--- config.mk ---
export PLATFORM = sky130hd
export DESIGN_NAME = bounce_2d
export DESIGN_NICKNAME = d
export VERILOG_FILES = /design/src/rtl/bounce_2d.sv
export SDC_FILE = /design/constraint.sdc
export NUM_CORES = 1
export LEC_CHECK = 0
export BUFFER_PORTS_ARGS = -buffer_cell sky130_fd_sc_hd__buf_2
export CAP_MARGIN = 40
export CORE_UTILIZATION = 34
export CTS_CLUSTER_SIZE = 10
export DETAILED_ROUTE_END_ITERATION = 8
export GPL_ROUTABILITY_DRIVEN = 0
export PLACE_DENSITY = 0.57
export SETUP_SLACK_MARGIN = 0.4
export SYNTH_ARGS = -nofsm -noshare
export SYNTH_HDL_FRONTEND = slang
export SYNTH_SLANG_ARGS = --single-unit
--- constraint.sdc ---
create_clock -name CLK -period 3.1 [get_ports CLK]
set_clock_uncertainty 0.15 [all_clocks]
set_input_delay 0.155 -clock CLK [delete_from_list [all_inputs] [get_ports CLK]]
set_output_delay 0.155 -clock CLK [all_outputs]
set_load 0.02 [all_outputs]
--- src/rtl/bounce_2d.sv ---
// ============================================================================
// bounce_2d : 2-D bouncing-ball position generator (gravity, walls, rest, kick)
// Revision  : 1.0
// ============================================================================
`default_nettype none

module bounce_2d #(
    parameter int COORD_W    = 11,
    parameter int VEL_W      = 6,
    parameter int TICK_DIV   = 692640,
    parameter int X_MIN      = 0,
    parameter int X_MAX      = 1007,
    parameter int Y_MIN      = 0,
    parameter int Y_FLOOR    = 500,
    parameter int X_INIT     = 504,
    parameter int Y_INIT     = 0,
    parameter int VX         = 2,
    parameter int GRAVITY    = 1,
    parameter int DAMP_SHIFT = 1
) (
    input  logic               CLK,
    input  logic               RESET,
    input  logic               pause,
    input  logic               kick,
    input  logic [VEL_W-1:0]   kick_vel,
    output logic [COORD_W-1:0] center_x,
    output logic [COORD_W-1:0] center_y,
    output logic [VEL_W-1:0]   vel_y,
    output logic               dir_up,
    output logic               frame_tick,
    output logic               bounce,
    output logic               at_rest
);

    localparam int                  c_CNT_W   = $clog2(TICK_DIV);
    localparam logic [c_CNT_W-1:0]  c_LAST    = c_CNT_W'(TICK_DIV - 1);
    localparam logic [COORD_W:0]    c_YFLR_W  = (COORD_W + 1)'(Y_FLOOR);
    localparam logic [COORD_W:0]    c_XMAX_W  = (COORD_W + 1)'(X_MAX);
    localparam logic [COORD_W-1:0]  c_Y_FLOOR = COORD_W'(Y_FLOOR);
    localparam logic [COORD_W-1:0]  c_Y_MIN   = COORD_W'(Y_MIN);
    localparam logic [COORD_W-1:0]  c_X_MIN   = COORD_W'(X_MIN);
    localparam logic [COORD_W-1:0]  c_X_MAX   = COORD_W'(X_MAX);
    localparam logic [COORD_W-1:0]  c_X_INIT  = COORD_W'(X_INIT);
    localparam logic [COORD_W-1:0]  c_Y_INIT  = COORD_W'(Y_INIT);
    localparam logic [COORD_W-1:0]  c_VX      = COORD_W'(VX);
    localparam logic [VEL_W:0]      c_GRAV_W  = (VEL_W + 1)'(GRAVITY);
    localparam logic [VEL_W-1:0]    c_GRAV    = VEL_W'(GRAVITY);

    logic [c_CNT_W-1:0] r_cnt;
    logic [COORD_W-1:0] r_x, r_y;
    logic [VEL_W-1:0]   r_vel, r_kvel;
    logic               r_up, r_left, r_rest, r_pend, r_ft, r_bounce;

    logic               w_upd, w_step, w_pend, w_xmove, w_vhit, w_hhit;
    logic [VEL_W-1:0]   w_kvel, w_vdamp, w_vsat;
    logic [VEL_W:0]     w_vinc;
    logic [COORD_W:0]   w_ysum, w_xsum;
    logic [COORD_W-1:0] w_ydist, w_xdist, w_vext;
    logic [COORD_W-1:0] w_x_nx, w_y_nx;
    logic [VEL_W-1:0]   w_v_nx;
    logic               w_up_nx, w_left_nx, w_rest_nx;

    assign w_upd   = (r_cnt == c_LAST);
    assign w_step  = w_upd & ~pause;
    // A kick arriving in the update cycle itself takes effect in that update.
    assign w_pend  = r_pend | kick;
    assign w_kvel  = kick ? kick_vel : r_kvel;
    assign w_vext  = COORD_W'(r_vel);
    assign w_ysum  = {1'b0, r_y} + {1'b0, w_vext};
    assign w_ydist = r_y - c_Y_MIN;
    assign w_vdamp = r_vel >> DAMP_SHIFT;
    assign w_vinc  = {1'b0, r_vel} + c_GRAV_W;
    assign w_vsat  = w_vinc[VEL_W] ? {VEL_W{1'b1}} : w_vinc[VEL_W-1:0];
    assign w_xsum  = {1'b0, r_x} + {1'b0, c_VX};
    assign w_xdist = r_x - c_X_MIN;
    assign w_xmove = ~r_rest | w_pend;

    always_comb begin
        w_y_nx    = r_y;
        w_v_nx    = r_vel;
        w_up_nx   = r_up;
        w_rest_nx = r_rest;
        w_vhit    = 1'b0;
        if (w_pend) begin
            w_v_nx    = w_kvel;
            w_up_nx   = 1'b1;
            w_rest_nx = 1'b0;
        end else if (!r_rest) begin
            if (!r_up) begin
                if (w_ysum >= c_YFLR_W) begin
                    w_y_nx = c_Y_FLOOR;
                    w_v_nx = w_vdamp;
                    w_vhit = 1'b1;
                    if (w_vdamp == '0) begin
                        w_rest_nx = 1'b1;
                        w_up_nx   = 1'b0;
                    end else begin
                        w_up_nx   = 1'b1;
                    end
                end else begin
                    w_y_nx = w_ysum[COORD_W-1:0];
                    w_v_nx = w_vsat;
                end
            end else if (r_vel == '0) begin
                w_up_nx = 1'b0;
                w_v_nx  = c_GRAV;
            end else if (w_ydist <= w_vext) begin
                w_y_nx  = c_Y_MIN;
                w_up_nx = 1'b0;
                w_vhit  = 1'b1;
            end else begin
                w_y_nx = r_y - w_vext;
                w_v_nx = (r_vel > c_GRAV) ? (r_vel - c_GRAV) : '0;
            end
        end
    end

    always_comb begin
        w_x_nx    = r_x;
        w_left_nx = r_left;
        w_hhit    = 1'b0;
        if (w_xmove) begin
            if (!r_left) begin
                if (w_xsum >= c_XMAX_W) begin
                    w_x_nx    = c_X_MAX;
                    w_left_nx = 1'b1;
                    w_hhit    = 1'b1;
                end else begin
                    w_x_nx = w_xsum[COORD_W-1:0];
                end
            end else if (w_xdist <= c_VX) begin
                w_x_nx    = c_X_MIN;
                w_left_nx = 1'b0;
                w_hhit    = 1'b1;
            end else begin
                w_x_nx = r_x - c_VX;
            end
        end
    end

    always_ff @(posedge CLK) begin
        if (!RESET) begin
            r_cnt    <= '0;
            r_x      <= c_X_INIT;
            r_y      <= c_Y_INIT;
            r_vel    <= '0;
            r_up     <= 1'b0;
            r_left   <= 1'b0;
            r_rest   <= 1'b0;
            r_pend   <= 1'b0;
            r_kvel   <= '0;
            r_ft     <= 1'b0;
            r_bounce <= 1'b0;
        end else begin
            r_cnt    <= w_upd ? '0 : r_cnt + c_CNT_W'(1);
            r_ft     <= w_upd;
            r_bounce <= w_step & (w_vhit | w_hhit);
            if (w_step) begin
                r_x    <= w_x_nx;
                r_y    <= w_y_nx;
                r_vel  <= w_v_nx;
                r_up   <= w_up_nx;
                r_left <= w_left_nx;
                r_rest <= w_rest_nx;
                r_pend <= 1'b0;
            end else if (kick) begin
                r_pend <= 1'b1;
                r_kvel <= kick_vel;
            end
        end
    end

    assign center_x   = r_x;
    assign center_y   = r_y;
    assign vel_y      = r_vel;
    assign dir_up     = r_up;
    assign frame_tick = r_ft;
    assign bounce     = r_bounce;
    assign at_rest    = r_rest;

endmodule

`default_nettype wire

==> out/metrics.sh <==
REMAINING_DRC_ERRORS=0
NUMCTSBUFFERS=9
DIE_HEIGHT_UM=115.9
USE_MET1_PCT=28.38
SYNTH_TOP_AREA_SHARE_PCT=27.23
GLOBAL_ROUTE_WIRE_LENGTH_BEFORE_REPAIR_UM=22260
CLKLATENCYLATEPIN_PS=330
AREA.GROWTH.SYNTH_TO_FINAL_PCT=25.79
STD_CELL_ROWS=41
GRT_MAX_DEGREE=26
FINAL_CORE_UTILIZATION_PCT=43.96
FINALWORSTPATHREQUIREDPERIOD_PS=2919
ROUTE.DETAILED.WL_PER_INST_UM=16.13
PATH_MAX_FANOUT=7
SYNTH_AREA_LEADERS='sky130_fd_sc_hd__dfxtp_1 27%, sky130_fd_sc_hd__nand2_1 5.4%, sky130_fd_sc_hd__ha_1 5.1%'
FP.COREAREA_UM2=12620
WORST_HOLD_STARTPOINT='pause'
IO_BUFFER_COUNT=41
HOLD_DEPTH=3
SYNTHMUXAREASHARE_PCT=2.610
TIMING.FINAL.HOLD_VIOLATIONS=0
STATIC-LEAKAGE-POWER_nW=2.183
DRT_ITER0_DRC=262
POST-ROUTE-PERIOD-UTIL_PCT=94.15
WORSTSETUPSTARTPOINTTYPE='flip-flop'
POST_SYNTH.CELL_AREA_AVG_UM2=7.475
HOLDCRITPATHCLASS='input pin to flip-flop'
TIMING.CRITICAL_PATH.SLOWEST_STAGE_CELL='sky130_fd_sc_hd__fa_2'
CLKSLEWWORSTSETUPHOLDPATHS_PS=60
POST_SYNTHESIS_SHARE_OF_CELL_AREA_SPENT_ON_AND_OR_NAND_AND_NOR_GATES_PCT=26.72
CP-END-KIND='flip-flop'
WORST_PATH_DOMINANT_CELL_FAMILY='compound AO/OA/AOI/OAI gates'
POST_ROUTE_CELLS_DRIVE_ABOVE_1_SHARE_PCT=22.34
MAXCAPVIOLCOUNT=0
SYNTH_COMPOUND_GATE_AREA_SHARE_PCT=25.08
FRACTION_OF_SYNTHESIZED_CELL_AREA_IN_XOR_AND_XNOR_CELLS_PCT=6.752
GRT_USE_MET3_PCT=4.446
SW_FRAC_OF_TOTAL_PCT=23.32
HPWL_UM=9758
CHIPWIDTH_UM=115.9
TIMING.FMAX_MHz=342.6
RESULT_OF_THE_RUN='completed'
CRIT_BUF_INV=1
DESIGN_POWER_TOTAL_W=0.001901
SWITCHING_POWER_W=0.0004433
ROUTED_WL_UM=13390
TIMING.MAX_SLEW.REL_SLACK_PCT=51.05
NETLIST-CELL-TYPE-COUNT=69
SYNTH_ENABLE_FLOP_CELLS=0
VDD.IR_DROP.WORST_V=0.0003228
PER_CELL_VIA_COUNT_IN_THE_ROUTED_DESIGN=5.561
NETLIST.TOP_CELL.BY_AREA='sky130_fd_sc_hd__dfxtp_1'
YS_TOP_CELLS_BY_COUNT='64 x sky130_fd_sc_hd__nand2_1, 60 x sky130_fd_sc_hd__dfxtp_1, 51 x sky130_fd_sc_hd__nor2_1'
FIRST_PASS_ITERS=5
TIMING.CRITICAL_PATH.CELLS='ha_4 > fa_2 > and2b_2 > o31a_1 > mux2i_2 > a2111o_1 > o32ai_4 > buf_6 > o21ai_2 > a211oi_2'
POST_SYNTH_FA_HA_MAJ_AREA_FRACTION_PCT=6.014
CLOCK_TREE.BUFFER_DEPTH=2
POST_SYNTH_INSTANCE_AREA_UM2=4410
SYNTHARSTFLOPSHARE_PCT=0
CLOCK_TREE_FROM_TRITONCTS='built'
REGTOREGENDPOINT='bounce'
ANTENNA_FOUND_INITIAL=0
TIMING.FINAL.SETUP_VIOLATIONS=0
FINAL_NET_COUNT=683
DR_TOTAL_VIAS=4616
COMB_POWER_SHARE_PCT=3.9
INITIAL_UTIL_PCT=34.95
YS.FLOP_TYPE='sky130_fd_sc_hd__dfxtp_1'
CRITICALPATHCATEGORY='flip-flop to flip-flop'
WORST_HOLD_PATH.ENDPOINT='at_rest'
POST_SYNTHESIS_REGISTER_BIT_COUNT=60
TOP_LEVEL_PORTS=42
YOSYSSEQAREASHARE_PCT=27.23
TIGHTESTPINTRANSITION_PS=726.5
GLOBAL_ROUTE.USAGE.MET2_PCT=33.97
RRSETUPSLACK_PS=180
CRITICAL_PATH_ARRIVAL_PS=3020
ROOT_BUFFER_MASTER='sky130_fd_sc_hd__clkbuf_16'
VIAS_IN_THE_FIRST_GLOBAL_ROUTE=4403
CELLPOWERDENSITY_nW_PER_UM2=342.6
GRT.OVERFLOW.TOTAL=0
POST-SYNTH-TOP-COUNT-CELL='sky130_fd_sc_hd__nand2_1'
YOSYS_WARNINGS=0
GROUTE.USAGE.OVERALL_PCT=21.11
CTSHTREEMAXLEVEL=3
CELL_COUNT_AFTER_SYNTHESIS=590
CRIT-REG2REG-LAUNCH='vel_y[0]'
FP.DIEAREA_UM2=13430
SEQUENTIAL_FRACTION_OF_DESIGN_POWER_PCT=41.2
CLK_PWR_SHARE_PCT=54.8
RSZ0062_AT_GRT='true'
TIMING.CRITICAL_PATH.SLOWEST_CELL_DELAY_PS=360
INTERNAL-POWER_W=0.001457
WORST_REG_TO_REG_CELLS=10
ANT_NETS=0
GR-MAX-USAGE-LAYER='met2'
FIN_TNS_SETUP_PS=0
DIODES=0
MAPPEDNETLISTNETS=620
CTS.SINK_COUNT=60
FINALMAXSLEWVIOLATIONS=0
REQUIRED_PS=3200
MAIN_COMBINATIONAL_CELL_FAMILY_BY_AREA_AFTER_SYNTHESIS='simple AND/OR/NAND/NOR gates'
NFILLCELLS=1298
[how the worst max path moves through the flow]
| stage | start | endpoint | slack (ps) | cells after the start |
|---|---|---|---|---|
| 2_1_floorplan | vel_y[0] | bounce | 270 | 9 |
| 3_3_place_gp | vel_y[0] | vel_y[0] | 230 | 9 |
| 3_5_place_dp | center_y[0] | vel_y[0] | 210 | 9 |
| 4_1_cts | vel_y[0] | center_y[2] | 220 | 9 |
| 5_1_grt | vel_y[0] | vel_y[0] | 70 | 10 |
| 6_report | vel_y[0] | bounce | 180 | 10 |
[final cells by class]
type | instances | area [um2] | area share (%)
multi-input cells | 468 | 3127 | 56.36
flip-flops and latches | 60 | 1226 | 22.10
repair buffers | 85 | 561.8 | 10.13
well taps | 172 | 215.2 | 3.879
inverters | 29 | 108.9 | 1.962
clock buffers | 10 | 239.0 | 4.308
clock inverters | 6 | 70.07 | 1.263
[metal layers]
layer	wire [um]	up-vias
met5	0	-
met1	6267	2186
li1	-	2258
met2	6161	156
met4	215	0
met3	743	16
[power groups by stage]
stage / registers (W) / clock network, W / logic, W
after floorplan: 0.000799 / 0 / 0.0000428
after global placement: 0.000801 / 0 / 0.0000668
after detailed placement: 0.000802 / 0 / 0.0000677
after CTS: 0.000784 / 0.00106 / 0.0000736
after global routing: 0.000785 / 0.00109 / 0.0000838
final: 0.000784 / 0.00104 / 0.0000745
[tightest hold or removal path, stage by stage]
cell and delay [ps]:
sky130_fd_sc_hd__buf_2 120, sky130_fd_sc_hd__nor4_1 80, sky130_fd_sc_hd__nor3_2 130
[registers in the layout (all words and copies together), names as in the netlist]
register	flops
at_rest	1
bounce	1
center_x	11
center_y	11
dir_up	1
frame_tick	1
r_cnt	20
r_kvel	6
r_left	1
r_pend	1
vel_y	6
[repair_timing]
action | 4_1_cts | 5_1_grt
hold buffers | 6 | 0
gates cloned | 0 | 1
resized for setup | 15 | 15
buffers inserted | 4 | 3
hold endpoints to repair | 6 | 0
endpoints found under the setup margin | 27 | 25
pin swaps | 2 | 8
[cell usage in the layout, fill, tap and decap left out, types with 10 or more instances in the layout]
cell / Yosys / routed
sky130_fd_sc_hd__nor2b_1: 11 / 11
sky130_fd_sc_hd__dfxtp_1: 60 / 50
sky130_fd_sc_hd__nand3_1: 28 / 28
sky130_fd_sc_hd__nor3_1: 15 / 15
sky130_fd_sc_hd__nand4_1: 10 / 10
sky130_fd_sc_hd__xor2_1: 17 / 17
sky130_fd_sc_hd__o21ai_0: 43 / 43
sky130_fd_sc_hd__nor2_1: 51 / 50
sky130_fd_sc_hd__inv_1: 28 / 26
sky130_fd_sc_hd__buf_4: 1 / 35
sky130_fd_sc_hd__a21oi_1: 41 / 39
sky130_fd_sc_hd__and3_1: 12 / 11
sky130_fd_sc_hd__xnor2_1: 17 / 17
sky130_fd_sc_hd__o211ai_1: 10 / 10
sky130_fd_sc_hd__nand2_1: 64 / 63
sky130_fd_sc_hd__buf_2: 2 / 41
sky130_fd_sc_hd__ha_1: 18 / 13
[cell families (layout without fill, tap and decap cells)]
family	count (synthesis)	count (layout)
simple gates	236	236
flops	60	60
buf+inv	62	130
mux	11	11
fa+ha+maj	20	20
xor+xnor	34	34
compound gates	167	167
[stage by stage]
step	std cells	hold WS, ps	cell area (um2)	worst slack (ps)
after floorplan	590	148.9	4531	272.0
after global placement	800	255.3	4997	226.3
after detailed placement	800	265.5	4997	206.9
after CTS	826	40.06	5464	216.6
after global routing	830	81.69	5548	70.47
final	830	54.02	5548	181.4
(Power assumes the default switching activity.)
